--- config.mk ---
export PLATFORM = sky130hd
export DESIGN_NAME = imem_dmem_arbiter
export DESIGN_NICKNAME = d
export VERILOG_FILES = /design/src/rtl/core_mem_pkg.sv /design/src/rtl/arb2_starve.sv /design/src/rtl/imem_dmem_arbiter.sv
export SDC_FILE = /design/constraint.sdc
export NUM_CORES = 1
export LEC_CHECK = 0
export BUFFER_PORTS_ARGS = -buffer_cell sky130_fd_sc_hd__buf_2
export CAP_MARGIN = 20
export CELL_PAD_IN_SITES_DETAIL_PLACEMENT = 1
export CELL_PAD_IN_SITES_GLOBAL_PLACEMENT = 1
export CORE_ASPECT_RATIO = 0.75
export CORE_UTILIZATION = 27
export DETAILED_ROUTE_END_ITERATION = 10
export GPL_ROUTABILITY_DRIVEN = 0
export GPL_TIMING_DRIVEN = 1
export PLACE_DENSITY = 0.8
export RECOVER_POWER = 25
export SKIP_LAST_GASP = 1
export SYNTH_ARGS = -nofsm -noshare
export SYNTH_HDL_FRONTEND = slang
export SYNTH_SLANG_ARGS = --single-unit
--- constraint.sdc ---
create_clock -name clk -period 1.6 [get_ports clk]
set_input_delay 0.08 -clock clk [delete_from_list [all_inputs] [get_ports clk]]
set_output_delay 0.08 -clock clk [all_outputs]
set_load 0.01 [all_outputs]
--- src/rtl/core_mem_pkg.sv ---
// Shared types and constants for the core's instruction/data memory path.
package core_mem_pkg;

  localparam int ADDR_W = 30;
  localparam int DATA_W = 32;
  localparam int STRB_W = 4;

  localparam logic [1:0] OWN_NONE = 2'd0;
  localparam logic [1:0] OWN_IF   = 2'd1;
  localparam logic [1:0] OWN_D    = 2'd2;

  typedef enum logic {
    LAST_IF = 1'b0,
    LAST_D  = 1'b1
  } last_owner_e;

endpackage

--- src/rtl/arb2_starve.sv ---
// Two-way arbiter: fixed D priority with an IF starvation guard, or round-robin.
module arb2_starve
  import core_mem_pkg::*;
#(
  parameter int MAX_WAIT    = 4,
  parameter bit ROUND_ROBIN = 1'b0
) (
  input  logic clk,
  input  logic rst_n,
  input  logic req_if,
  input  logic req_d,
  output logic gnt_if,
  output logic gnt_d
);

  localparam int CNT_W = $clog2(MAX_WAIT + 1);
  localparam logic [CNT_W-1:0] WAIT_LIMIT = CNT_W'(MAX_WAIT);
  localparam logic [CNT_W-1:0] CNT_ONE    = CNT_W'(1);

  logic [CNT_W-1:0] wait_cnt_q, wait_cnt_d;
  last_owner_e      last_owner_q, last_owner_d;

  always_comb begin
    gnt_if = 1'b0;
    gnt_d  = 1'b0;
    if (req_if && req_d) begin
      if (ROUND_ROBIN) begin
        gnt_if = (last_owner_q == LAST_D);
      end else begin
        gnt_if = (wait_cnt_q == WAIT_LIMIT);
      end
      gnt_d = !gnt_if;
    end else begin
      gnt_if = req_if;
      gnt_d  = req_d;
    end

    // Count only consecutive denied cycles; a dropped request restarts the count.
    wait_cnt_d = '0;
    if (req_if && !gnt_if) begin
      wait_cnt_d = (wait_cnt_q == WAIT_LIMIT) ? wait_cnt_q : wait_cnt_q + CNT_ONE;
    end

    last_owner_d = last_owner_q;
    if (gnt_if) begin
      last_owner_d = LAST_IF;
    end else if (gnt_d) begin
      last_owner_d = LAST_D;
    end
  end

  always_ff @(posedge clk or negedge rst_n) begin
    if (!rst_n) begin
      wait_cnt_q   <= '0;
      last_owner_q <= LAST_IF;
    end else begin
      wait_cnt_q   <= wait_cnt_d;
      last_owner_q <= last_owner_d;
    end
  end

endmodule

--- src/rtl/imem_dmem_arbiter.sv ---
// Shares one synchronous word memory between instruction fetch and the LSU,
// steering strobes to the winner and routing 1-cycle read data back.
module imem_dmem_arbiter
  import core_mem_pkg::*;
#(
  parameter int MAX_WAIT    = 4,
  parameter bit ROUND_ROBIN = 1'b0
) (
  input  logic              clk,
  input  logic              rst_n,
  input  logic              if_req,
  input  logic [ADDR_W-1:0] if_addr,
  output logic              if_gnt,
  output logic              if_rvalid,
  output logic [DATA_W-1:0] if_rdata,
  input  logic              d_req,
  input  logic              d_we,
  input  logic [ADDR_W-1:0] d_addr,
  input  logic [DATA_W-1:0] d_wdata,
  input  logic [STRB_W-1:0] d_wstrb,
  output logic              d_gnt,
  output logic              d_rvalid,
  output logic [DATA_W-1:0] d_rdata,
  output logic              mem_read_ready,
  output logic              mem_ok_read,
  output logic [ADDR_W-1:0] mem_read_address,
  output logic              mem_write_ready,
  output logic [ADDR_W-1:0] mem_write_address,
  output logic [DATA_W-1:0] mem_write_data,
  output logic [STRB_W-1:0] mem_write_byte,
  input  logic [DATA_W-1:0] mem_read_data
);

  logic              req_if, req_d, gnt_if, gnt_d;
  logic              d_read_gnt, d_write_gnt;
  logic [1:0]        resp_owner_q, resp_owner_d;
  logic [DATA_W-1:0] if_rdata_q, if_rdata_d;
  logic [DATA_W-1:0] d_rdata_q, d_rdata_d;

  // Requests are masked while reset is held so nothing is granted or strobed.
  assign req_if = if_req & rst_n;
  assign req_d  = d_req & rst_n;

  arb2_starve #(
    .MAX_WAIT    (MAX_WAIT),
    .ROUND_ROBIN (ROUND_ROBIN)
  ) u_arb (
    .clk    (clk),
    .rst_n  (rst_n),
    .req_if (req_if),
    .req_d  (req_d),
    .gnt_if (gnt_if),
    .gnt_d  (gnt_d)
  );

  assign d_read_gnt  = gnt_d & ~d_we;
  assign d_write_gnt = gnt_d & d_we;
  assign mem_ok_read = mem_read_ready;

  always_comb begin
    if_gnt            = gnt_if;
    d_gnt             = gnt_d;
    mem_read_ready    = gnt_if | d_read_gnt;
    mem_read_address  = gnt_if ? if_addr : (d_read_gnt ? d_addr : '0);
    mem_write_ready   = d_write_gnt;
    mem_write_address = d_write_gnt ? d_addr  : '0;
    mem_write_data    = d_write_gnt ? d_wdata : '0;
    mem_write_byte    = d_write_gnt ? d_wstrb : '0;

    resp_owner_d = OWN_NONE;
    if (gnt_if) begin
      resp_owner_d = OWN_IF;
    end else if (d_read_gnt) begin
      resp_owner_d = OWN_D;
    end

    // Response routing depends only on last cycle's owner, not on this cycle's grant.
    if_rvalid  = (resp_owner_q == OWN_IF);
    d_rvalid   = (resp_owner_q == OWN_D);
    if_rdata_d = if_rvalid ? mem_read_data : if_rdata_q;
    d_rdata_d  = d_rvalid  ? mem_read_data : d_rdata_q;
    if_rdata   = if_rdata_d;
    d_rdata    = d_rdata_d;
  end

  always_ff @(posedge clk or negedge rst_n) begin
    if (!rst_n) begin
      resp_owner_q <= OWN_NONE;
      if_rdata_q   <= '0;
      d_rdata_q    <= '0;
    end else begin
      resp_owner_q <= resp_owner_d;
      if_rdata_q   <= if_rdata_d;
      d_rdata_q    <= d_rdata_d;
    end
  end

endmodule

==> out/metrics.cfg, run 1 <==
[status]
status=finished, violations left
failed_checks=negative setup slack

[die]
dieHeight_um=100.1
rows=35
io_pins=300
die_x_um=132.9
dieArea_um2=13300
core_area_um2=12390
start_util_pct=27.98

[critical_path]
critPathLaunch=u_arb.wait_cnt_q[0]
reg2reg_slack_ns=0.01
worstSetupEndpointType=primary output
critical_path_class=flop to primary output
required_ns=1.52
r2r_end=if_rdata_q[23]
reg2reg_from=resp_owner_q[0]
cp_data_arrival_time_ns=1.90
cp_max_fo=8
worst_setup_path_start_kind=flop
reg2reg_depth=7
worstSetupEndpoint=mem_write_data[19]

[synthesis]
synth_xor_area_share_pct=0
synth-warning-count=0
synth_top_cell_by_area=dfrtp_1
synthArstFlopShare_pct=100.0
netlist.area_leader.share_pct=49.80
synth_most_common_cell=dfrtp_1
yosysSeqAreaShare_pct=49.80
synth.distinct_cells=24
synth_common_cells=dfrtp_1 (69), and3_1 (67), mux2_1 (58), a22o_1 (30), buf_2 (11)
synth_top_family_by_area=multiplexers
synthCells=279
ys_top_cells_by_area=dfrtp_1 (50%), mux2_1 (19%), and3_1 (12%)
synth_compound_area_share_pct=9.202
syn-cell-area_um2=3467
synthAdderAreaFrac_pct=0.7218
synth_fp_nets=414
synth_seq_cells=69
synthMuxAreaShare_pct=21.11
yosys.area_share.simple_pct=14.11
synth.avg_cell_area_um2=12.43
dominantRegCellSynth=dfrtp_1
synth_enable_flop_cells=0

[drt]
first_iter_violations=149
routed_wl_mm=19.81
via_count=4041
wl_met3_mm=1.009
met2_length_mm=10.67
route.detailed.drc=0
met1Wirelength_mm=7.621
firstDrtPassIters=4
viasPerCell=4.964
highest_layer=met4
wire_per_inst_um=24.33
drtAntennaViolNets=0

[sta]
finalCritPeriodShare_pct=123.9
hold_violations=0
max_freq_ghz=0.5042
slew_headroom_pct=3.350
worst_pin_slew_ns=1.450
rsz0062_at_grt=yes
setup_slack_ns=-0.3832
slew_viol_final=0
final.setup_skew_ns=0.004248
period_needed_ns=1.983
setup_viol=165

[job]
max_cap_viol_count=0

[clock_network]
cts_buffer_depth=2
root_buffer=clkbuf_16
clkSinkCount=69
clock_latency_ns=0.33
htreeDepth=3
clkSlewWorstSetupHoldPaths_ns=0.06
cts_tree=yes
numCtsBuffers=9

[power_and_ir_drop]
leakagePower_nw=4.007
power.density_nw_per_um2=946.3
ir_drop_uv=572.1

[grt]
antenna_found_initial=0
grt_pass1_vias=4369
gr-total-overflow=0
grt_usage_pct=27.74
grt_pass1_wl_mm=27.05
grt_max_degree=66

[placed_design]
dp_slack_ns=-0.1260
place_hpwl_mm=10.68
portBuffers=299

[final_layout]
drive_gt1_share_pct=80.71
area_delta_synth_final_pct=118.7
antennaDiodeCount=0
n_fill_cell=1304
post-route-util_pct=61.19
nets=778

[hold_path]
hold_class=input pin to flop

==> final cells by class <==
cell class	instances	area, µm²	area share (%)
clock buffer	13	270.3	3.564
clock inverter	3	42.54	0.5610
inverter	3	11.26	0.1485
multi-input combinational	178	2106	27.77
sequential	69	1727	22.77
tap	166	207.7	2.739
timing repair buffer	382	3219	42.45
==> registers in the layout, indices dropped and copies added, names as in the netlist <==
| signal | count |
|---|---|
| d_rdata_q | 32 |
| if_rdata_q | 32 |
| resp_owner_q | 2 |
| u_arb.wait_cnt_q | 3 |
==> stage by stage <==
step | hold slack, ns | instance area [µm²] | total power [mW] | setup TNS [ns] | instances
finish | 0.01360 | 7584 | 7.177 | -39.82 | 814
global route | 0.005197 | 7584 | 7.441 | -47.27 | 814
CTS | 0.001938 | 6930 | 6.701 | -37.09 | 794
detailed placement | -0.06601 | 5155 | 3.713 | -2.936 | 725
global placement | -0.06637 | 5155 | 3.610 | -0.6629 | 725
floorplan | -0.2156 | 3467 | 2.897 | 0 | 279
==> power breakdown <==
part           switching, mW  total [mW]  internal, mW
combinational           1.15        2.86          1.71
sequential             0.133        2.22          2.08
clock                  0.764        2.10          1.33
==> metal layers <==
metal | vias up | track usage (%)
met4 | 0 | 9.461
met3 | 32 | 6.919
met5 | - | 0
met1 | 2053 | 30.80
li1 | 1762 | -
met2 | 194 | 51.83
==> worst max-delay path, stage by stage, from the launching register on <==
cell and delay (ns):
dfrtp_1 0.38, inv_2 0.07, ha_4 0.19, a31oi_4 0.23, buf_8 0.20, clkbuf_16 0.17, and3_4 0.18, buf_4 0.13
==> placed cells by master, fill, tap and decap left out, drive strengths merged <==
master         n
mux2          65
and3          67
nor2           1
buf          376
nand2b         1
a311oi         1
nor2b          1
or2            1
clkinvlp       1
inv            3
clkbuf        18
dlygate4sd3    1
nand2          3
ha             2
a21oi          1
and2           2
and4           2
clkinv         1
a22o          30
dfrtp         69
a31oi          1
bufinv         1
==> timing repair <==
item / CTS / global route
setup endpoints to repair: 165 / 166
pin swaps: 19 / 47
setup buffers: 38 / 26
hold endpoints to repair: 4 / 0
hold buffers: 1 / 0
gates resized for setup: 181 / 146
gates cloned: 14 / 6
==> how the worst min path moves through the flow <==
stage          slack (ns)         startpoint  cells past startpoint         endpoint
2_1_floorplan       -0.22              rst_n                      0     d_rdata_q[0]
3_3_place_gp        -0.07              rst_n                      1  resp_owner_q[0]
3_5_place_dp        -0.07              rst_n                      1  resp_owner_q[0]
4_1_cts             0.002  mem_read_data[30]                      2    d_rdata_q[30]
5_1_grt             0.005   mem_read_data[7]                      2    if_rdata_q[7]
6_report             0.01   mem_read_data[1]                      2    if_rdata_q[1]
==> kinds of logic (layout without fill, tap and decap cells) <==
family                     count (synthesis)  count (layout)
and+or+nand+nor                           78              78
DFF                                       69              69
muxes                                     65              65
AOI/OAI and AO/OA                         33              33
buffers and inverters                     32             401
adders and majority gates                  2               2
Power figures use the tool's default switching activity.
==> run 2: changes to the inputs <==
--- a/config.mk
+++ b/config.mk
@@ -5,12 +5,13 @@
 export SDC_FILE = /design/constraint.sdc
 export NUM_CORES = 1
 export LEC_CHECK = 0
+export ABC_AREA = 1
 export BUFFER_PORTS_ARGS = -buffer_cell sky130_fd_sc_hd__buf_2
 export CAP_MARGIN = 20
 export CELL_PAD_IN_SITES_DETAIL_PLACEMENT = 1
 export CELL_PAD_IN_SITES_GLOBAL_PLACEMENT = 1
 export CORE_ASPECT_RATIO = 0.75
-export CORE_UTILIZATION = 27
+export CORE_UTILIZATION = 26
 export DETAILED_ROUTE_END_ITERATION = 10
 export GPL_ROUTABILITY_DRIVEN = 0
 export GPL_TIMING_DRIVEN = 1
==> run 2 against run 1 <==
  * The flow still finishes with violations (negative setup slack)
  * Clock-buffer cell count shrank 4
  * Final cell count up 33%
  * Core utilization is 2.9 points lower
  * Total power down 2.3%
  * Sequential share of layout area fell by 1.6 points
  * Synthesized cell count grew 85%
  * Worst setup slack got worse by 0.046 ns
  * Sequential cell count unchanged
  * Largest cell class unchanged
  * Largest power group unchanged
==> out/metrics.cfg, run 2 <==
[final_layout]
area_delta_synth_final_pct=115.3  ; was 118.7%
final_common_cell=buf_2  ; unchanged
drive_gt1_share_pct=65.35  ; was 80.71%
post-route-util_pct=58.34  ; was 61.19%
stdcell_area_um2=8157  ; was 7584 µm²
nets=1016  ; was 778
final_cell_mix=buf_2 (255), inv_1 (105), dfrtp_1 (69), nand2_1 (53), buf_6 (51)  ; was buf_2 (185), buf_6 (120), dfrtp_1 (69), mux2_4 (64), and3_4 (52)
top_regs=d_rdata_q x32, if_rdata_q x32, u_arb.wait_cnt_q x3  ; unchanged

[clock_network]
numCtsBuffers=9  ; unchanged
clkSinkCount=69  ; unchanged
cts_tree=yes  ; unchanged
htreeDepth=3  ; unchanged
root_buffer=clkbuf_16  ; unchanged
clkSlewWorstSetupHoldPaths_ns=0.06  ; about the same
clock_latency_ns=0.32  ; was 0.33 ns
cts_buffer_depth=2  ; unchanged

[grt]
use_met2_pct=42.15  ; was 51.83%
grt_pass1_wl_mm=26.32  ; was 27.05 mm
gr-total-overflow=0  ; unchanged
grt_pass1_vias=4848  ; was 4369
grt_use_met1_pct=28.14  ; was 30.80%
grt.busiest_layer=met2  ; unchanged
grt_usage_pct=23.01  ; was 27.74%
gr-usage-met3_pct=4.099  ; was 6.919%
antenna_found_initial=1  ; was 0
grt_max_degree=69  ; was 66

[synthesis]
synthCells=517  ; was 279
synth_most_common_cell=inv_1  ; was dfrtp_1
synthArstFlopShare_pct=100.0  ; unchanged
synth_compound_area_share_pct=8.719  ; was 9.202%
synth_enable_flop_cells=0  ; unchanged
synth.distinct_cells=20  ; was 24
synth_xor_area_share_pct=0.2312  ; was 0%
synth_top_family_by_area=simple AND/OR/NAND/NOR gates  ; was multiplexers
synth_seq_cells=69  ; unchanged
synthMuxAreaShare_pct=0  ; was 21.11%
synth_top_cell_by_area=dfrtp_1  ; unchanged
synth_fp_nets=652  ; was 414
synth_common_cells=inv_1 (108), nand2_1 (100), dfrtp_1 (69), o21ai_0 (66), nand3_1 (61)  ; was dfrtp_1 (69), and3_1 (67), mux2_1 (58), a22o_1 (30), buf_2 (11)
yosysSeqAreaShare_pct=45.57  ; was 49.80%
ys_top_cells_by_area=dfrtp_1 (46%), inv_1 (11%), nand2_1 (9.9%)  ; was dfrtp_1 (50%), mux2_1 (19%), and3_1 (12%)
synth.avg_cell_area_um2=7.328  ; was 12.43 µm²
synthAdderAreaFrac_pct=0.6605  ; was 0.7218%
netlist.area_leader.share_pct=45.57  ; was 49.80%
synth-warning-count=0  ; unchanged
yosys.area_share.simple_pct=28.93  ; was 14.11%
syn-cell-area_um2=3789  ; was 3467 µm²
dominantRegCellSynth=dfrtp_1  ; unchanged

[die]
io_pins=300  ; unchanged
start_util_pct=27.10  ; was 27.98%
die_x_um=141.4  ; was 132.9 µm
core_area_um2=13980  ; was 12390 µm²
dieHeight_um=106.5  ; was 100.1 µm
dieArea_um2=15060  ; was 13300 µm²
rows=37  ; was 35

[critical_path]
reg2reg_slack_ns=-0.04  ; was 0.01 ns
worst_setup_path_start_kind=flop  ; unchanged
reg2reg_depth=8  ; was 7
cp_data_arrival_time_ns=1.95  ; was 1.90 ns
worstSetupEndpointType=primary output  ; unchanged
required_ns=1.52  ; about the same
critical_path_class=flop to primary output  ; unchanged
r2r_end=if_rdata_q[17]  ; was if_rdata_q[23]
reg2reg_from=resp_owner_q[1]  ; was resp_owner_q[0]
cp_max_fo=7  ; was 8

[sta]
rsz0062_at_grt=yes  ; unchanged
setup_viol=148  ; was 165
max_freq_ghz=0.4927  ; was 0.5042 GHz
hold_violations=0  ; unchanged
final.setup_skew_ns=0.004286  ; was 0.004248 ns
setup_slack_ns=-0.4296  ; was -0.3832 ns
period_needed_ns=2.030  ; was 1.983 ns
slew_viol_final=0  ; unchanged
slew_headroom_pct=39.48  ; was 3.350%
worst_pin_slew_ns=0.9078  ; was 1.450 ns
whs_ns=0.04901  ; was 0.01360 ns
finalCritPeriodShare_pct=126.8  ; was 123.9%

[drt]
wire_per_inst_um=19.88  ; was 24.33 µm
route.detailed.drc=0  ; unchanged
viasPerCell=4.592  ; was 4.964
drtAntennaViolNets=0  ; unchanged
firstDrtPassIters=4  ; unchanged
first_iter_violations=201  ; was 149
routed_wl_mm=21.51  ; was 19.81 mm
via_count=4969  ; was 4041

[status]
failed_checks=negative setup slack  ; unchanged
status=finished, violations left  ; unchanged

[placed_design]
dpl_cell_area_um2=5533  ; was 5155 µm²
portBuffers=299  ; unchanged
place_hpwl_mm=11.41  ; was 10.68 mm

[power_and_ir_drop]
power.density_nw_per_um2=859.8  ; was 946.3 nW/µm²
ir_drop_uv=554.5  ; was 572.1 µV
total_power_mw=7.013  ; was 7.177 mW
leakagePower_nw=4.587  ; was 4.007 nW

[hold_path]
hold_class=input pin to asynchronous set/reset pin  ; was input pin to flop

[job]
max_cap_viol_count=0  ; unchanged

run 2: cell count changes in the layout (fill, tap and decap cells not counted), sizes merged, moves of 4 or more:
cell	before	now
inv	3	110
buf	376	372
nand3	0	61
nand2	3	105
nor2	1	70
and3	67	0
a22o	30	0
o21ai	0	66
mux2	65	0
run 2: kinds of logic (layout without fill, tap and decap cells):
logic type | count (synthesis) | in the layout
compound gates | 66 | 66
xor+xnor | 1 | 1
fa+ha+maj | 2 | 2
buf+inv | 144 | 511
flops | 69 | 69
other cells | 0 | 1
simple gates | 235 | 237
run 2: how the worst max path moves through the flow:
stage | startpoint | end | slack (ns)
2_1_floorplan | resp_owner_q[1] | if_rdata_q[10] | 0.22
3_3_place_gp | resp_owner_q[1] | if_rdata[10] | 0.12
3_5_place_dp | resp_owner_q[1] | if_rdata[8] | 0.09
4_1_cts | u_arb.wait_cnt_q[1] | mem_read_address[28] | -0.22
5_1_grt | u_arb.wait_cnt_q[0] | mem_read_address[9] | -0.49
6_report | u_arb.wait_cnt_q[0] | mem_read_address[9] | -0.43
run 2: per-stage QoR:
step | std cells | setup TNS [ns] | worst slack [ns]
after floorplan | 517 | 0 | 0.2231
after CTS | 1043 | -21.17 | -0.2224
after global routing | 1082 | -47.33 | -0.4893
final | 1082 | -37.38 | -0.4296
after global placement | 990 | 0 | 0.1221
after detailed placement | 990 | 0 | 0.08502
run 2: timing repair:
item,CTS,global route
endpoints found under the hold margin,1,1
setup buffers,25,26
endpoints found under the setup margin,140,168
resized for setup,163,193
pin swaps,7,20
cloned,12,15
run 2: per-layer routing:
metal	up-vias	wire [µm]
li1	2309	-
met1	2431	8713
met3	35	1027
met5	-	0
met2	194	11320
met4	0	456
run 2: power breakdown:
part	switching (mW)	total (mW)	internal (mW)
clock	0.782	2.00	1.21
sequential	0.179	2.23	2.05
combinational	1.45	2.78	1.34
total	2.41	7.01	4.61
run 2: layout make-up:
cell class / count / area, µm²
Fill cell: 1651 / 5824
Timing Repair Buffer: 385 / 3062
Multi-Input combinational cell: 306 / 2401
Sequential cell: 69 / 1727
Inverter: 110 / 420.4
Tap cell: 195 / 244.0
Clock buffer: 9 / 225.2
Clock inverter: 7 / 75.07
Antenna cell: 1 / 2.502
run 2: critical path, stage by stage, from the launching register on:
cell and delay (ns):
dfrtp_1 0.41, inv_1 0.11, ha_2 0.20, nand2_2 0.08, nand2_4 0.12, nand2_8 0.11
buf_12 0.17, buf_16 0.14, nand3_1 0.08, nand2_1 0.08, buf_6 0.13
==> run 3: changes to the inputs <==
--- a/config.mk
+++ b/config.mk
@@ -15,7 +15,7 @@
 export DETAILED_ROUTE_END_ITERATION = 10
 export GPL_ROUTABILITY_DRIVEN = 0
 export GPL_TIMING_DRIVEN = 1
-export PLACE_DENSITY = 0.8
+export PLACE_DENSITY = 0.89
 export RECOVER_POWER = 25
 export SKIP_LAST_GASP = 1
 export SYNTH_ARGS = -nofsm -noshare
==> run 3 against run 2 <==
  * The run still ends with negative setup slack left
  * Clock-buffer cell count is the same
  * Die area unchanged
  * Sequential power barely moved
  * Largest cell class unchanged
==> out/metrics.cfg, run 3 (synthesis gave the netlist of run 2 again) <==
[status]
status=finished, violations left  ; unchanged
failed_checks=negative setup slack  ; unchanged

[critical_path]
required_ns=1.52  ; about the same
worst_setup_path_start_kind=flop  ; unchanged
critical_path_class=flop to primary output  ; unchanged
cp_max_fo=8  ; was 7
critPathSlowestCell=dfrtp_1  ; unchanged
path_cells=inv_2 -> buf_4 -> nand2_4 -> bufbuf_16 -> nand2_1 -> o21ai_0 -> buf_2  ; was inv_1 -> ha_2 -> nand2_2 -> nand2_4 -> nand2_8 -> buf_12 -> buf_16 -> nand3_1 -> nand2_1 -> buf_6
worst_path_largest_cell_delay_ns=0.36  ; was 0.41 ns
worstSetupEndpointType=primary output  ; unchanged
cp_data_arrival_time_ns=1.77  ; was 1.95 ns

[sta]
worst_pin_slew_ns=0.4721  ; was 0.9078 ns
slew_headroom_pct=68.53  ; was 39.48%
rsz0062_at_grt=yes  ; unchanged
whs_ns=0.05307  ; was 0.04901 ns
max_freq_ghz=0.5401  ; was 0.4927 GHz
period_needed_ns=1.852  ; was 2.030 ns
slew_viol_final=0  ; unchanged
setup_viol=166  ; was 148
setup_slack_ns=-0.2516  ; was -0.4296 ns
finalCritPeriodShare_pct=115.7  ; was 126.8%
final.setup_skew_ns=0.004201  ; was 0.004286 ns
hold_violations=0  ; unchanged

[grt]
grt_usage_pct=25.26  ; was 23.01%
gr-total-overflow=0  ; unchanged
grt_pass1_vias=5090  ; was 4848
antenna_found_initial=0  ; was 1
grt_max_degree=36  ; was 69
grt_pass1_wl_mm=28.55  ; was 26.32 mm

[final_layout]
area_delta_synth_final_pct=117.3  ; was 115.3%
nets=998  ; was 1016
final_common_cell=buf_2  ; unchanged
antennaDiodeCount=0  ; was 1
n_fill_cell=1651  ; unchanged
stdcell_area_um2=8234  ; was 8157 µm²
drive_gt1_share_pct=62.56  ; was 65.35%
top_regs=d_rdata_q x32, if_rdata_q x32, u_arb.wait_cnt_q x3  ; unchanged
final_cell_mix=buf_2 (225), inv_1 (103), buf_6 (79), dfrtp_1 (69), nand2_1 (63)  ; was buf_2 (255), inv_1 (105), dfrtp_1 (69), nand2_1 (53), buf_6 (51)

[die]
start_util_pct=27.10  ; unchanged
core_area_um2=13980  ; unchanged
die_x_um=141.4  ; unchanged
rows=37  ; unchanged
dieHeight_um=106.5  ; unchanged
dieArea_um2=15060  ; unchanged
io_pins=300  ; unchanged

[power_and_ir_drop]
switchingPower_mw=2.450  ; was 2.406 mW
internal_power_mw=4.610  ; was 4.607 mW
power.density_nw_per_um2=857.4  ; was 859.8 nW/µm²
p_comb_share_pct=40.0  ; was 39.7%
clkPwrFrac_pct=28.3  ; was 28.5%
seqPwrFrac_pct=31.7  ; was 31.9%
ir_drop_uv=552.0  ; was 554.5 µV
swShare_pct=34.70  ; was 34.31%
leakagePower_nw=4.533  ; was 4.587 nW

[clock_network]
clock_latency_ns=0.33  ; was 0.32 ns
clkSinkCount=69  ; unchanged
cts_tree=yes  ; unchanged
root_buffer=clkbuf_16  ; unchanged
htreeDepth=3  ; unchanged
numCtsBuffers=9  ; unchanged
cts_buffer_depth=2  ; unchanged
clkSlewWorstSetupHoldPaths_ns=0.06  ; about the same

[drt]
wire_per_inst_um=20.76  ; was 19.88 µm
routed_wl_mm=22.06  ; was 21.51 mm
route.detailed.drc=0  ; unchanged
first_iter_violations=205  ; was 201
drtAntennaViolNets=0  ; unchanged
via_count=4945  ; was 4969
firstDrtPassIters=4  ; unchanged
viasPerCell=4.652  ; was 4.592

[placed_design]
portBuffers=299  ; unchanged
dpl_cell_area_um2=5550  ; was 5533 µm²
dp_slack_ns=0.02169  ; was 0.08502 ns
place_hpwl_mm=12.02  ; was 11.41 mm

[hold_path]
hold_class=input pin to flop  ; was input pin to asynchronous set/reset pin

[job]
max_cap_viol_count=0  ; unchanged

run 3: critical path, delay by kind of cell, from the launching register on:
kind,cells,cell delay (ns)
compound gates,1,0.13
flops,1,0.36
simple gates,2,0.24
buf+inv,4,0.70
run 3: routing by layer:
| metal | track usage, % | wire length [µm] | vias to the layer above | part of all wire (%) |
|---|---|---|---|---|
| met5 | 0 | 0 | - | 0 |
| met4 | 6.682 | 429 | 0 | 1.9 |
| li1 | - | - | 2264 | - |
| met2 | 46.00 | 11980 | 181 | 54 |
| met3 | 5.586 | 1000 | 33 | 4.5 |
| met1 | 29.87 | 8654 | 2467 | 39 |
run 3: path summary, 6_finish.rpt:
| check | from | to | slack, ns | cells after the start |
|---|---|---|---|---|
| max in group asynchronous | rst_n | if_rdata_q[26] | 0.32 | 4 |
| min in group asynchronous | rst_n | u_arb.wait_cnt_q[1] | 0.35 | 3 |
| hold reg to reg | d_rdata_q[30] | d_rdata_q[30] | 0.47 | 2 |
| hold / removal | mem_read_data[21] | if_rdata_q[21] | 0.05 | 3 |
| setup / recovery | resp_owner_q[0] | d_rdata[12] | -0.25 | 7 |
| setup reg to reg | resp_owner_q[1] | if_rdata_q[19] | 0.07 | 7 |
run 3: what timing repair did:
| action | 4_1_cts | 5_1_grt |
|---|---|---|
| resized for setup | 203 | 191 |
| pin swaps | 13 | 18 |
| cloned | 15 | 7 |
| hold buffers | 2 | 0 |
| setup endpoints to repair | 141 | 166 |
| buffers inserted | 21 | 10 |
| endpoints found under the hold margin | 34 | 0 |
run 3: final cells by class:
cell class | instances | area (µm²) | area share (%)
Clock buffer | 9 | 225.2 | 2.735
Clock inverter | 7 | 73.82 | 0.8965
Inverter | 110 | 420.4 | 5.106
Multi-Input combinational cell | 304 | 2435 | 29.57
Sequential cell | 69 | 1727 | 20.97
Tap cell | 195 | 244.0 | 2.963
Timing Repair Buffer | 369 | 3109 | 37.76
run 3: power by group through the flow:
stage                     combinational [mW]  clock, mW  sequential (mW)
final                                   2.83       2.00             2.23
after global routing                    3.00       2.11             2.26
after CTS                               2.29       2.03             2.18
after detailed placement                1.64          0             2.18
after global placement                  1.58          0             2.15
after floorplan                        0.812          0             2.14
run 3: per-stage QoR:
step	util (%)	power [mW]	TNS (ns)	instances
6_report	58.90	7.060	-26.13	1063
5_1_grt	58.90	7.374	-37.14	1063
4_1_cts	51.43	6.502	-25.65	1047
3_5_place_dp	39.70	3.819	0	994
3_3_place_gp	39.70	3.728	0	994
2_1_floorplan	-	2.954	0	517
